**src/rtl/ccff_chain_loader_if.sv**
```systemverilog
// Bitstream word stream between a source and ccff_chain_loader.
// master: bitstream source; slave: the loader.
interface ccff_chain_loader_if #(
  parameter int unsigned WORD_W = 8
) ();
  logic [WORD_W-1:0] word_data;
  logic              word_valid;
  logic              word_ready;

  modport master (
    output word_data,
    output word_valid,
    input  word_ready
  );

  modport slave (
    input  word_data,
    input  word_valid,
    output word_ready
  );
endinterface

```
**src/rtl/ccff_chain_loader.sv**
```systemverilog
// ccff_chain_loader: serialises bitstream words onto a configuration chain head.
// Words arrive MSB first over a valid/ready stream; exactly CHAIN_LEN enabled
// shift cycles are produced per load, then done pulses for one cycle.
// Optional readback check: define CCFF_CHAIN_LOADER_READBACK_EN to add a VERIFY
// pass that recirculates the chain once and compares CRC-16-CCITT signatures.
module ccff_chain_loader #(
  parameter int unsigned CHAIN_LEN = 65,
  parameter int unsigned WORD_W    = 8,
  parameter int unsigned CNT_W     = 13
) (
  input  logic               prog_clock,
  input  logic               prog_reset_n,
  input  logic               start,
  ccff_chain_loader_if.slave word_if,
  output logic               ccff_head,
  output logic               config_enable,
  input  logic               ccff_tail,
  output logic               busy,
  output logic               done,
  output logic               chk_err
);

  localparam int unsigned      RemW      = $clog2(WORD_W) + 1;
  localparam logic [CNT_W-1:0] ChainLenC = CNT_W'(CHAIN_LEN);
  localparam logic [CNT_W-1:0] OneC      = CNT_W'(1);
  localparam logic [CNT_W-1:0] FirstRem  = CNT_W'(WORD_W - 1);

  typedef enum logic [1:0] {StIdle, StShift, StVerify} state_e;

  state_e            state_q, state_d;
  // SHIFT: bits already driven onto the head; VERIFY: recirculation cycles done.
  logic [CNT_W-1:0]  sent_q, sent_d;
  // Bits still waiting in the buffer (0 = buffer empty).
  logic [RemW-1:0]   rem_q, rem_d;
  logic [WORD_W-1:0] buf_q, buf_d;
  logic              head_q, head_d;
  logic              en_q, en_d;
  logic              done_q, done_d;
  logic [CNT_W-1:0]  left;
  logic              accept;

  assign word_if.word_ready = (state_q == StShift) && (rem_q == '0) && (sent_q < ChainLenC);
  assign accept             = word_if.word_valid && word_if.word_ready;
  // Bits of the chain still to be filled after the one driven from a new word.
  assign left               = ChainLenC - sent_q - OneC;

  assign config_enable = en_q;
  assign done          = done_q;
  assign busy          = (state_q != StIdle);

`ifdef CCFF_CHAIN_LOADER_READBACK_EN
  logic [15:0] crc_tx_q, crc_tx_d;
  logic [15:0] crc_rb_q, crc_rb_d;
  logic        chk_q, chk_d;

  function automatic logic [15:0] crc_step(input logic [15:0] crc, input logic b);
    logic fb;
    fb = crc[15] ^ b;
    return {crc[14:0], 1'b0} ^ (fb ? 16'h1021 : 16'h0000);
  endfunction

  // Recirculate tail to head while verifying so the chain ends up unchanged.
  assign ccff_head = (state_q == StVerify) ? ccff_tail : head_q;
  assign chk_err   = chk_q;
`else
  logic unused_tail;
  assign unused_tail = ccff_tail;
  assign ccff_head   = head_q;
  assign chk_err     = 1'b0;
`endif

  // Next-state and registered-output logic.
  always_comb begin
    state_d = state_q;
    sent_d  = sent_q;
    rem_d   = rem_q;
    buf_d   = buf_q;
    head_d  = head_q;
    en_d    = 1'b0;
    done_d  = 1'b0;
`ifdef CCFF_CHAIN_LOADER_READBACK_EN
    crc_tx_d = crc_tx_q;
    crc_rb_d = crc_rb_q;
    chk_d    = chk_q;
`endif
    unique case (state_q)
      StIdle: begin
        if (start) begin
          state_d = StShift;
          sent_d  = '0;
          rem_d   = '0;
`ifdef CCFF_CHAIN_LOADER_READBACK_EN
          crc_tx_d = 16'hFFFF;
          crc_rb_d = 16'hFFFF;
          chk_d    = 1'b0;
`endif
        end
      end
      StShift: begin
        if (rem_q != '0) begin
          head_d = buf_q[WORD_W-1];
          buf_d  = buf_q << 1;
          rem_d  = rem_q - RemW'(1);
          en_d   = 1'b1;
          sent_d = sent_q + OneC;
`ifdef CCFF_CHAIN_LOADER_READBACK_EN
          crc_tx_d = crc_step(crc_tx_q, buf_q[WORD_W-1]);
`endif
        end else if (accept) begin
          head_d = word_if.word_data[WORD_W-1];
          buf_d  = word_if.word_data << 1;
          // Last word may be partial: its unused low bits are simply never driven.
          rem_d  = (left < FirstRem) ? RemW'(left) : RemW'(WORD_W - 1);
          en_d   = 1'b1;
          sent_d = sent_q + OneC;
`ifdef CCFF_CHAIN_LOADER_READBACK_EN
          crc_tx_d = crc_step(crc_tx_q, word_if.word_data[WORD_W-1]);
`endif
        end else if (sent_q == ChainLenC) begin
`ifdef CCFF_CHAIN_LOADER_READBACK_EN
          state_d = StVerify;
          sent_d  = '0;
          en_d    = 1'b1;
`else
          state_d = StIdle;
          done_d  = 1'b1;
`endif
        end
      end
`ifdef CCFF_CHAIN_LOADER_READBACK_EN
      StVerify: begin
        crc_rb_d = crc_step(crc_rb_q, ccff_tail);
        sent_d   = sent_q + OneC;
        if (sent_q == ChainLenC - OneC) begin
          state_d = StIdle;
          done_d  = 1'b1;
          if (crc_rb_d != crc_tx_q) chk_d = 1'b1;
        end else begin
          en_d = 1'b1;
        end
      end
`endif
      default: state_d = StIdle;
    endcase
  end

  // State and output registers.
  always_ff @(posedge prog_clock or negedge prog_reset_n) begin
    if (!prog_reset_n) begin
      state_q <= StIdle;
      sent_q  <= '0;
      rem_q   <= '0;
      buf_q   <= '0;
      head_q  <= 1'b0;
      en_q    <= 1'b0;
      done_q  <= 1'b0;
`ifdef CCFF_CHAIN_LOADER_READBACK_EN
      crc_tx_q <= '0;
      crc_rb_q <= '0;
      chk_q    <= 1'b0;
`endif
    end else begin
      state_q <= state_d;
      sent_q  <= sent_d;
      rem_q   <= rem_d;
      buf_q   <= buf_d;
      head_q  <= head_d;
      en_q    <= en_d;
      done_q  <= done_d;
`ifdef CCFF_CHAIN_LOADER_READBACK_EN
      crc_tx_q <= crc_tx_d;
      crc_rb_q <= crc_rb_d;
      chk_q    <= chk_d;
`endif
    end
  end

endmodule

```
**src/flat_wrapper.sv**
```systemverilog
// flat-port wrapper written by rule: the top's interface ports become plain ports
module ccff_chain_loader_flat 
#(
  parameter int unsigned CHAIN_LEN = 65,
  parameter int unsigned WORD_W    = 8,
  parameter int unsigned CNT_W     = 13
)
  (prog_clock, prog_reset_n, start, ccff_head, config_enable, ccff_tail, busy, done, chk_err, word_if_word_data, word_if_word_valid, word_if_word_ready);
  ccff_chain_loader_if #(.WORD_W(WORD_W)) word_if_i ();
  input  logic prog_clock;
  input  logic prog_reset_n;
  input  logic start;
  output logic ccff_head;
  output logic config_enable;
  input  logic ccff_tail;
  output logic busy;
  output logic done;
  output logic chk_err;
  input wire logic [$bits(word_if_i.word_data)-1:0] word_if_word_data;
  input wire logic [$bits(word_if_i.word_valid)-1:0] word_if_word_valid;
  output wire logic [$bits(word_if_i.word_ready)-1:0] word_if_word_ready;
  assign word_if_i.word_data = word_if_word_data;
  assign word_if_i.word_valid = word_if_word_valid;
  assign word_if_word_ready = word_if_i.word_ready;
  ccff_chain_loader #(.CHAIN_LEN(CHAIN_LEN), .WORD_W(WORD_W), .CNT_W(CNT_W)) u_core (.prog_clock(prog_clock), .prog_reset_n(prog_reset_n), .start(start), .word_if(word_if_i), .ccff_head(ccff_head), .config_enable(config_enable), .ccff_tail(ccff_tail), .busy(busy), .done(done), .chk_err(chk_err));
endmodule
```
**config.mk**
```make
export PLATFORM = sky130hd
export DESIGN_NAME = ccff_chain_loader_flat
export DESIGN_NICKNAME = d
export VERILOG_FILES = /design/src/rtl/ccff_chain_loader_if.sv /design/src/rtl/ccff_chain_loader.sv /design/src/flat_wrapper.sv
export SDC_FILE = /design/constraint.sdc
export NUM_CORES = 1
export LEC_CHECK = 0
export ABC_CLOCK_PERIOD_IN_PS = 3400
export BUFFER_PORTS_ARGS = -buffer_cell sky130_fd_sc_hd__buf_2
export CAP_MARGIN = 30
export CORE_MARGIN = 10
export CORE_UTILIZATION = 63
export DETAILED_ROUTE_END_ITERATION = 10
export PLACE_DENSITY = 0.84
export SLEW_MARGIN = 20
export SYNTH_ARGS = -nofsm -noshare
export SYNTH_HDL_FRONTEND = slang
export SYNTH_SLANG_ARGS = --single-unit
```
**constraint.sdc**
```tcl
create_clock -name prog_clock -period 3.4 [get_ports prog_clock]
set_input_delay 0.17 -clock prog_clock [delete_from_list [all_inputs] [get_ports prog_clock]]
set_output_delay 0.17 -clock prog_clock [all_outputs]
set_load 0.02 [all_outputs]
```
==> metrics.yaml, run 1 <==
sta:
  hold_viol_final: 0
  fin_tns_setup_ns: 0
  fmax_mhz: 379.1
  min_period_over_period_pct: 77.58
  skew_ns: 0.01320
  setup_viol: 0
  rsz0062_at_grt: "false"
  period_minus_slack_ns: 2.638
  worst_pin_slew_ns: 0.8423
  slew_headroom_pct: 43.47
  finalMaxSlewViolations: 0
power_and_ir_drop:
  p_per_area_nw_per_um2: 746.4
  ir_drop_mv: 0.5087
  finalPower_w: 0.001503
  p_leak_nw: 0.8194
place:
  place_congestion: 0.9271
  dp_hpwl_um: 3237
  port_buffers: 16
logic_synthesis:
  synth_nets: 240
  syn_area_um2: 1914
  synth_compound_area_share_pct: 18.43
  yosys.area.top_type: "dfrtp_1"
  synth_top_family_by_area: "simple AND/OR/NAND/NOR gates"
  synthXorXnorAreaFrac_pct: 3.660
  synth_flop_cell: "dfrtp_1"
  synth-seq-cells: 28
  yosys.area_share.adder_pct: 3.268
  syn_area_per_cell_um2: 8.623
  ys_async_sr_fraction_pct: 100.0
  synth_cell_types: 51
  netlist.area_leader.share_pct: 36.60
  synthCells: 222
  synthMuxAreaShare_pct: 4.771
  yosys-top-cells-area: "dfrtp_1 (37%), nand2_1 (4.3%), mux2i_1 (4.2%)"
  synth_warnings: 0
  synth_edf_count: 0
  synthSimpleGateAreaFrac_pct: 26.99
  yosysSeqAreaShare_pct: 36.60
setup_path:
  cp-end-kind: "flop"
  r2r_slack_ns: 0.76
  reg2reg_depth: 8
  startpoint_type: "flop"
  path_class: "flop to flop"
  crit_arrival_ns: 2.88
  r2r-end: "u_core.rem_q[0]"
  crit_fanout: 13
  regToRegStartpoint: "u_core.sent_q[0]"
  required_ns: 3.64
global_routing:
  grt_pass1_vias: 1653
  antenna_found_initial: 0
  grt_usage_pct: 17.32
  gr-total-overflow: 0
  grt_max_degree: 29
  grt_first_pass_wirelength_um: 7721
min_path:
  min_path_cells: 2
  hold_start: "word_if_word_valid"
  hp-class: "input port to flop"
  whs_endpoint: "u_core.done"
clock_tree:
  post_cts_buffers: 0
  clock-sinks: 28
  cts_made_buffers: 3
  clock_path_buffers: 2
  cts_tree: "yes"
  worstSkewPairLatency_ns: 0.34
  cts_htree_levels: 1
  clkTransAtPathRegs_ns: 0.16
  ctsResizeCount: 0
  root_buffer: "clkbuf_4"
floorplan:
  die_area_um2: 5644
  die-width_um: 75.13
  io_pins: 19
  core-area_um2: 2829
  die_y_um: 75.13
  rows: 19
  start_util_pct: 67.67
route:
  via_count: 1716
  wirelength_um: 4626
  drtPass1Iterations: 4
  antenna_left: 0
  vias_per_cell: 6.651
  routedWlPerCell_um: 17.93
  drc: 0
  first_iter_violations: 162
run:
  maxCapViolCount: 0
finish:
  area_growth_pct: 5.163
  diodes: 0
  fin_nets: 246
  drive_above_1_share_pct: 16.30
outcome:
  status: "complete, no violations"
-- cells by family (layout without fill, tap and decap cells) --
family | count (synthesis) | after routing
flip-flops | 28 | 28
buffers and inverters | 25 | 30
multiplexers | 9 | 9
AO/OA/AOI/OAI | 51 | 51
XOR/XNOR | 8 | 8
adder cells (fa/ha/maj) | 5 | 5
other | 1 | 1
AND/OR/NAND/NOR | 95 | 95
-- sequential cells by signal, summed over array words and instances, names as in the netlist --
register / count
u_core.config_enable: 1
u_core.sent_q: 13
u_core.buf_q: 7
u_core.state_q: 1
u_core.done: 1
u_core.rem_q: 4
u_core.ccff_head: 1
-- per-layer routing --
metal	vias to the layer above	global-route usage [%]	wire length [um]
met2	81	27.33	2175
met4	0	10.50	178
li1	796	-	-
met5	-	0	0
met1	815	21.44	1922
met3	24	3.285	349
-- synthesized netlist by cell type (2+ instances only) --
cell type and instances:
dfrtp_1 28, nand2_1 22, nor2_1 21, a21oi_1 11, nor3_1 10, o21ai_0 10
o21ai_1 10, buf_2 9, inv_1 9, mux2i_1 8, xnor2_1 8, nand3_1 7
nand4_1 6, ha_1 5, nor3_2 5, or3_1 5, and3_1 4, clkbuf_1 4
and2_1 3, a211oi_1 2, a31o_2 2, a31oi_1 2, o22ai_1 2, o2bb2ai_1 2
-- critical path, cell delays in order, from the launching register on --
cell and delay, ns:
dfrtp_1 0.60, inv_1 0.17, ha_1 0.34, or4b_1 0.54, o21ai_1 0.15, a31o_2 0.18, nand4_1 0.12, a2111oi_0 0.35
nor2_1 0.08
-- power by group --
group / switching, W / total [W] / internal, W
Clock: 0.000103 / 0.000222 / 0.000119
Sequential: 0.000173 / 0.000602 / 0.000429
Combinational: 0.000390 / 0.000678 / 0.000288
Total: 0.000666 / 0.00150 / 0.000837
-- how the worst max path moves through the flow --
stage | startpoint | end | slack [ns] | depth (start not counted)
2_1_floorplan | u_core.sent_q[0] | u_core.rem_q[0] | 1.13 | 10
3_3_place_gp | u_core.sent_q[0] | u_core.rem_q[0] | 1.0 | 8
3_5_place_dp | u_core.sent_q[0] | u_core.rem_q[0] | 0.91 | 8
4_1_cts | u_core.sent_q[0] | u_core.rem_q[0] | 0.85 | 8
5_1_grt | u_core.sent_q[0] | u_core.rem_q[0] | 0.55 | 8
6_report | u_core.sent_q[0] | u_core.rem_q[0] | 0.76 | 8
-- cells in the final DEF (no fill, tap or decap), drive strengths merged, types with 4 or more instances in the layout --
cell type,instances
a21oi,11
and3,4
buf,16
dfrtp,28
ha,5
inv,9
mux2i,8
nand2,23
nand3,7
nand4,6
nor2,21
nor3,15
o21ai,20
or3,6
xnor2,8
-- layout make-up --
cell class	count	area, um^2
Inverter	9	33.78
Tap cell	31	38.79
Clock buffer	3	22.52
Timing Repair Buffer	17	90.09
Clock inverter	1	30.03
Fill cell	211	815.8
Sequential cell	28	700.7
Multi-Input combinational cell	169	1097
-- per-stage QoR --
| stage | hold slack (ns) | instances | setup WS, ns | utilization (%) | cell area, um^2 |
|---|---|---|---|---|---|
| 2_1_floorplan | -0.1256 | 222 | 1.134 | - | 1914 |
| 3_3_place_gp | 0.2083 | 253 | 0.9973 | 68.95 | 1951 |
| 3_5_place_dp | 0.2202 | 253 | 0.9062 | 68.95 | 1951 |
| 4_1_cts | 0.04501 | 258 | 0.8479 | 71.16 | 2013 |
| 5_1_grt | 0.05573 | 258 | 0.5451 | 71.16 | 2013 |
| 6_report | 0.05686 | 258 | 0.7623 | 71.16 | 2013 |
-- what timing repair did --
| action | CTS | global route |
|---|---|---|
| endpoints found under the hold margin | 28 | 0 |
| hold buffers | 1 | 0 |
| setup endpoints to repair | 0 | 0 |
Note: power is estimated with default switching activity, not from simulation.
==> run 2: changes to the inputs <==
Settings changed: ABC_CLOCK_PERIOD_IN_PS 3400 to 2700, CORE_UTILIZATION 63 to 59, PLACE_DENSITY 0.84 to 0.8.
Clock period 3.4 ns to 2.7 ns, I/O delays scaled along.
==> run 2 against run 1 <==
  * Count of clock-buffer cells in the layout unchanged
  * Critical path depth is the same
  * Sequential share of layout area shrank 0.82 points
  * Clock skew fell by 0.0068 ns
  * Core utilization shrank 4.2 points
  * Sequential power is 9.1% higher
  * Maximum frequency up 11%
  * Hold slack lost 0.00093 ns
  * Final area is 2.4% higher
  * Routed wire length shrank 12%
  * Critical endpoint unchanged
==> metrics.yaml, run 2 (synthesis gave the netlist of run 1 again) <==
outcome:
  status: "complete, no violations"  # unchanged
setup_path:
  crit_chain: "inv_1 -> ha_1 -> or4b_1 -> o21ai_1 -> a31o_2 -> nand4_1 -> a2111oi_0 -> nor2_1"  # unchanged
  crit_buf_inv: 1  # unchanged
  max_stage_delay_ns: 0.51  # was 0.60 ns
  cp_slowest_cell: "or4b_1"  # was dfrtp_1
  cp_top_family: "compound AO/OA/AOI/OAI gates"  # was simple AND/OR/NAND/NOR gates
  cp-end-kind: "flop"  # unchanged
  required_ns: 2.91  # was 3.64 ns
  path_class: "flop to flop"  # unchanged
  crit_fanout: 8  # was 13
  startpoint_type: "flop"  # unchanged
  crit_arrival_ns: 2.59  # was 2.88 ns
global_routing:
  antenna_found_initial: 0  # unchanged
  gr-total-overflow: 0  # unchanged
  grt_pass1_vias: 1535  # was 1653
  grt_max_degree: 29  # unchanged
  grt_first_pass_wirelength_um: 7058  # was 7721 um
  grt_usage_pct: 13.70  # was 17.32%
route:
  antenna_left: 0  # unchanged
  first_iter_violations: 168  # was 162
  routedWlPerCell_um: 14.64  # was 17.93 um
  vias_per_cell: 5.838  # was 6.651
  via_count: 1623  # was 1716
  drtPass1Iterations: 4  # unchanged
  drc: 0  # unchanged
  wirelength_um: 4070  # was 4626 um
finish:
  fin_cells: 278  # was 258
  num-fill-cells: 266  # was 211
  diodes: 0  # unchanged
  area_growth_pct: 7.713  # was 5.163%
  largest_reg_flops: 13  # unchanged
  drive_above_1_share_pct: 18.38  # was 16.30%
  reg_top3: "u_core.sent_q x13, u_core.buf_q x7, u_core.rem_q x4"  # unchanged
  fin_area_um2: 2062  # was 2013 um^2
  fin_nets: 254  # was 246
  layout_common_cells: "dfrtp_1 (28), nand2_1 (22), nor2_1 (21), buf_2 (16), a21oi_1 (11)"  # unchanged
  largest_register: "u_core.sent_q"  # unchanged
  final_common_cell: "dfrtp_1"  # unchanged
sta:
  period_minus_slack_ns: 2.378  # was 2.638 ns
  fmax_mhz: 420.5  # was 379.1 MHz
  skew_ns: 0.006393  # was 0.01320 ns
  layout_setup_ws_ns: 0.3220  # was 0.7623 ns
  fin_tns_setup_ns: 0  # unchanged
  setup_viol: 0  # unchanged
  worst_pin_slew_ns: 0.7619  # was 0.8423 ns
  min_period_over_period_pct: 88.07  # was 77.58%
  rsz0062_at_grt: "false"  # unchanged
  hold_slack_ns: 0.05593  # was 0.05686 ns
  slew_headroom_pct: 48.86  # was 43.47%
  hold_viol_final: 0  # unchanged
  finalMaxSlewViolations: 0  # unchanged
clock_tree:
  cts_tree: "yes"  # unchanged
  cts_made_buffers: 3  # unchanged
  cts_htree_levels: 1  # unchanged
  clock_path_buffers: 2  # unchanged
  worstSkewPairLatency_ns: 0.32  # was 0.34 ns
  post_cts_buffers: 0  # unchanged
  clkTransAtPathRegs_ns: 0.14  # was 0.16 ns
  clock-sinks: 28  # unchanged
  root_buffer: "clkbuf_4"  # unchanged
place:
  port_buffers: 16  # unchanged
  post_dp_cell_area_um2: 2019  # was 1951 um^2
  place_congestion: 0.8632  # was 0.9271
  place_inst: 273  # was 253
  dp_hpwl_um: 2989  # was 3237 um
  post-place-ws_ns: 0.4453  # was 0.9062 ns
power_and_ir_drop:
  p_per_area_nw_per_um2: 870.1  # was 746.4 nW/um^2
  ir_drop_mv: 0.5575  # was 0.5087 mV
  p_leak_nw: 0.8437  # was 0.8194 nW
min_path:
  hp-class: "input port to flop"  # unchanged
floorplan:
  die_y_um: 76.96  # was 75.13 um
  start_util_pct: 62.20  # was 67.67%
  die_area_um2: 5923  # was 5644 um^2
  die-width_um: 76.96  # was 75.13 um
  io_pins: 19  # unchanged
  rows: 20  # was 19
  core-area_um2: 3078  # was 2829 um^2
run:
  maxCapViolCount: 0  # unchanged
==> run 2: final cells by class <==
type / count / area [um^2] / share of cell area (%)
multi-input cells: 169 / 1097 / 53.22
inverters: 9 / 33.78 / 1.638
clock buffers: 3 / 22.52 / 1.092
flip-flops and latches: 28 / 700.7 / 33.98
well taps: 44 / 55.05 / 2.670
repair buffers: 25 / 152.6 / 7.403
==> run 2: report_power, final <==
group | switching [W] | leakage (nW) | internal [W] | total, W
Sequential | 0.000115 | 0.356 | 0.000542 | 0.000657
Combinational | 0.000559 | 0.474 | 0.000410 | 0.000969
Clock | 0.000115 | 0.0138 | 0.0000523 | 0.000168
==> run 2: timing repair <==
item / in CTS / in global routing
gates resized for setup: 0 / 0
endpoints found under the hold margin: 28 / 1
hold buffers: 1 / 1
==> run 2: worst paths after layout <==
kind	endpoint	slack (ns)	cells past startpoint	from
worst max-delay path	u_core.rem_q[0]	0.32	8	u_core.sent_q[0]
worst min-delay path	u_core.buf_q[1]	0.06	3	word_if_word_data[0]
worst max register to register	u_core.rem_q[0]	0.32	8	u_core.sent_q[0]
worst min register to register	u_core.buf_q[7]	0.50	2	u_core.buf_q[7]
max in group asynchronous	u_core.buf_q[4]	1.95	2	prog_reset_n
min in group asynchronous	u_core.sent_q[7]	0.34	2	prog_reset_n
==> run 2: per-layer routing <==
layer  share of wire [%]  up-vias  global-route usage (%)  routed length, um
met4                0.47        0                   1.673                 19
met2                  48       31                   22.34               1959
met3                 5.4        2                   3.613                221
li1                    -      810                       -                  -
met1                  46      780                   18.10               1870
met5                   0        -                       0                  0
==> run 2: worst reg2reg max path, cell delays in order (launching register included) <==
cell and delay, ns:
dfrtp_1 0.40, inv_1 0.08, ha_1 0.34, or4b_1 0.52, o21ai_1 0.15, a31o_2 0.18, nand4_1 0.11, a2111oi_0 0.42
nor2_1 0.07
==> run 2: stage by stage <==
| step | power, W | utilization, % |
|---|---|---|
| 6_report | 0.001794 | 66.99 |
| 3_5_place_dp | 0.001622 | 65.61 |
| 3_3_place_gp | 0.001597 | 65.61 |
| 4_1_cts | 0.001800 | 66.67 |
| 2_1_floorplan | 0.001402 | - |
| 5_1_grt | 0.001950 | 66.99 |
==> run 3: changes to the inputs <==
Settings changed: CORE_UTILIZATION 59 to 55, GPL_TIMING_DRIVEN set to 0, PLACE_DENSITY 0.8 to 0.75.
==> run 3 against run 2 <==
  * Sequential cell count is the same
  * Worst setup slack worse by 0.15 ns
  * Register-to-register slack lost 0.15 ns
  * Core utilization down 3.4 points
  * Largest cell class unchanged
  * Die area is 5.4% higher
  * Critical path depth grew 1
==> metrics.yaml, run 3 (synthesis gave the netlist of run 1 again) <==
outcome:
  status: "complete, no violations"  # unchanged
clock_tree:
  cts_htree_levels: 1  # unchanged
  worstSkewPairLatency_ns: 0.34  # was 0.32 ns
  clock-sinks: 28  # unchanged
  root_buffer: "clkbuf_4"  # unchanged
  cts_tree: "yes"  # unchanged
  clkTransAtPathRegs_ns: 0.15  # was 0.14 ns
  cts_made_buffers: 3  # unchanged
  clock_path_buffers: 2  # unchanged
min_path:
  min_path_cells: 3  # unchanged
  hp-class: "input port to flop"  # unchanged
finish:
  fin_util_pct: 63.63  # was 66.99%
  final_common_cell: "dfrtp_1"  # unchanged
  diodes: 0  # unchanged
  drive_above_1_share_pct: 20.25  # was 18.38%
  largest_register: "u_core.sent_q"  # unchanged
  area_growth_pct: 10.92  # was 7.713%
  reg_top3: "u_core.sent_q x13, u_core.buf_q x7, u_core.rem_q x4"  # unchanged
  layout_common_cells: "dfrtp_1 (28), buf_2 (25), nand2_1 (22), nor2_1 (21), a21oi_1 (11)"  # was dfrtp_1 (28), nand2_1 (22), nor2_1 (21), buf_2 (16), a21oi_1 (11)
  fin_nets: 261  # was 254
  largest_reg_flops: 13  # unchanged
floorplan:
  rows: 21  # was 20
  core-area_um2: 3337  # was 3078 um^2
  start_util_pct: 57.37  # was 62.20%
  die-width_um: 79.00  # was 76.96 um
  die_area_um2: 6240  # was 5923 um^2
  io_pins: 19  # unchanged
  die_y_um: 79.00  # was 76.96 um
sta:
  fmax_mhz: 395.9  # was 420.5 MHz
  rsz0062_at_grt: "false"  # unchanged
  period_minus_slack_ns: 2.526  # was 2.378 ns
  skew_ns: 0.005146  # was 0.006393 ns
  fin_tns_setup_ns: 0  # unchanged
  min_period_over_period_pct: 93.55  # was 88.07%
  finalMaxSlewViolations: 0  # unchanged
  worst_pin_slew_ns: 0.7891  # was 0.7619 ns
  setup_viol: 0  # unchanged
  hold_viol_final: 0  # unchanged
  slew_headroom_pct: 47.04  # was 48.86%
power_and_ir_drop:
  combPwrFrac_pct: 49.1  # was 54.0%
  p_per_area_nw_per_um2: 893.5  # was 870.1 nW/um^2
  pwr-share-clk_pct: 14.7  # was 9.3%
  internal_power_w: 0.001080  # was 0.001005 W
  switchingPower_w: 0.0008170  # was 0.0007892 W
  swShare_pct: 43.06  # was 43.99%
  ir_drop_mv: 0.4019  # was 0.5575 mV
  seq_power_share_pct: 36.2  # was 36.6%
  p_leak_nw: 0.8852  # was 0.8437 nW
setup_path:
  path_class: "flop to flop"  # unchanged
  r2r_slack_ns: 0.17  # was 0.32 ns
  reg2reg_depth: 9  # was 8
  cp-end-kind: "flop"  # unchanged
  crit_arrival_ns: 2.76  # was 2.59 ns
  startpoint_type: "flop"  # unchanged
  required_ns: 2.94  # was 2.91 ns
  crit_fanout: 13  # was 8
run:
  maxCapViolCount: 0  # unchanged
global_routing:
  grt_first_pass_wirelength_um: 7251  # was 7058 um
  gr-total-overflow: 0  # unchanged
  antenna_found_initial: 0  # unchanged
  grt_max_degree: 29  # unchanged
  grt_usage_pct: 14.05  # was 13.70%
  grt_pass1_vias: 1501  # was 1535
route:
  drc: 0  # unchanged
  routedWlPerCell_um: 14.85  # was 14.64 um
  wirelength_um: 4277  # was 4070 um
  first_iter_violations: 168  # unchanged
  antenna_left: 0  # unchanged
  drtPass1Iterations: 4  # unchanged
  via_count: 1645  # was 1623
  vias_per_cell: 5.712  # was 5.838
place:
  dp_hpwl_um: 3037  # was 2989 um
  place_congestion: 0.8809  # was 0.8632
  port_buffers: 16  # unchanged
## run 3: cell count changes in the layout (fill, tap and decap cells not counted), sizes merged
cell    before  now
buf         23   28
bufinv       0    1
clkbuf       3    5
## run 3: area by class of cell
| type | count | area, um^2 |
|---|---|---|
| clock inverters | 1 | 30.03 |
| fillers | 294 | 1214 |
| repair buffers | 18 | 100.1 |
| inverters | 9 | 33.78 |
| plain buffers | 14 | 75.07 |
| clock buffers | 3 | 22.52 |
| flip-flops and latches | 28 | 700.7 |
| well taps | 46 | 57.56 |
| multi-input cells | 169 | 1104 |
## run 3: power groups by stage
| stage | combinational (W) | clock (W) | sequential [W] |
|---|---|---|---|
| detailed placement | 0.000962 | 0 | 0.000651 |
| CTS | 0.000971 | 0.000284 | 0.000642 |
| global route | 0.00105 | 0.000301 | 0.000708 |
| finish | 0.000932 | 0.000279 | 0.000686 |
| floorplan | 0.000767 | 0 | 0.000634 |
| global placement | 0.000953 | 0 | 0.000644 |
## run 3: per-stage QoR
stage,std cells,setup WS [ns],power (W),area (um^2),hold WS [ns]
after CTS,290,0.03268,0.001898,2125,0.04331
after detailed placement,284,0.1081,0.001613,2052,0.1849
after floorplan,222,0.4335,0.001402,1914,-0.1606
after global routing,288,0.04613,0.002060,2123,0.07753
final,288,0.1742,0.001897,2123,0.04287
after global placement,284,0.1437,0.001597,2052,0.1910
## run 3: worst paths after layout
kind | from | end
worst min-delay path | word_if_word_data[0] | u_core.buf_q[1]
worst max register to register | u_core.sent_q[0] | u_core.rem_q[0]
worst max-delay path | u_core.sent_q[0] | u_core.rem_q[0]
max in group asynchronous | prog_reset_n | u_core.sent_q[0]
min in group asynchronous | prog_reset_n | u_core.sent_q[6]
worst min register to register | u_core.buf_q[7] | u_core.buf_q[7]
## run 3: per-layer routing
metal	GRT usage, %	wire [um]	up-vias
met1	19.95	2050	771
li1	-	-	827
met3	2.252	203	7
met4	4.480	57	0
met5	0	0	-
met2	21.13	1966	40
## run 3: timing repair
item / in CTS / in global routing
setup endpoints to repair: 0 / 3
hold buffers: 2 / 0
setup buffers: 0 / 0
hold endpoints to repair: 29 / 0
gates resized for setup: 0 / 2
## run 3: worst max-delay path: stages (launching register included)
cell and delay, ns:
dfrtp_1 0.59, inv_1 0.15, ha_1 0.15, buf_2 0.18
or4b_1 0.48, o21ai_1 0.18, a31o_2 0.19, nand4_1 0.12
a2111oi_1 0.31, nor2_1 0.07
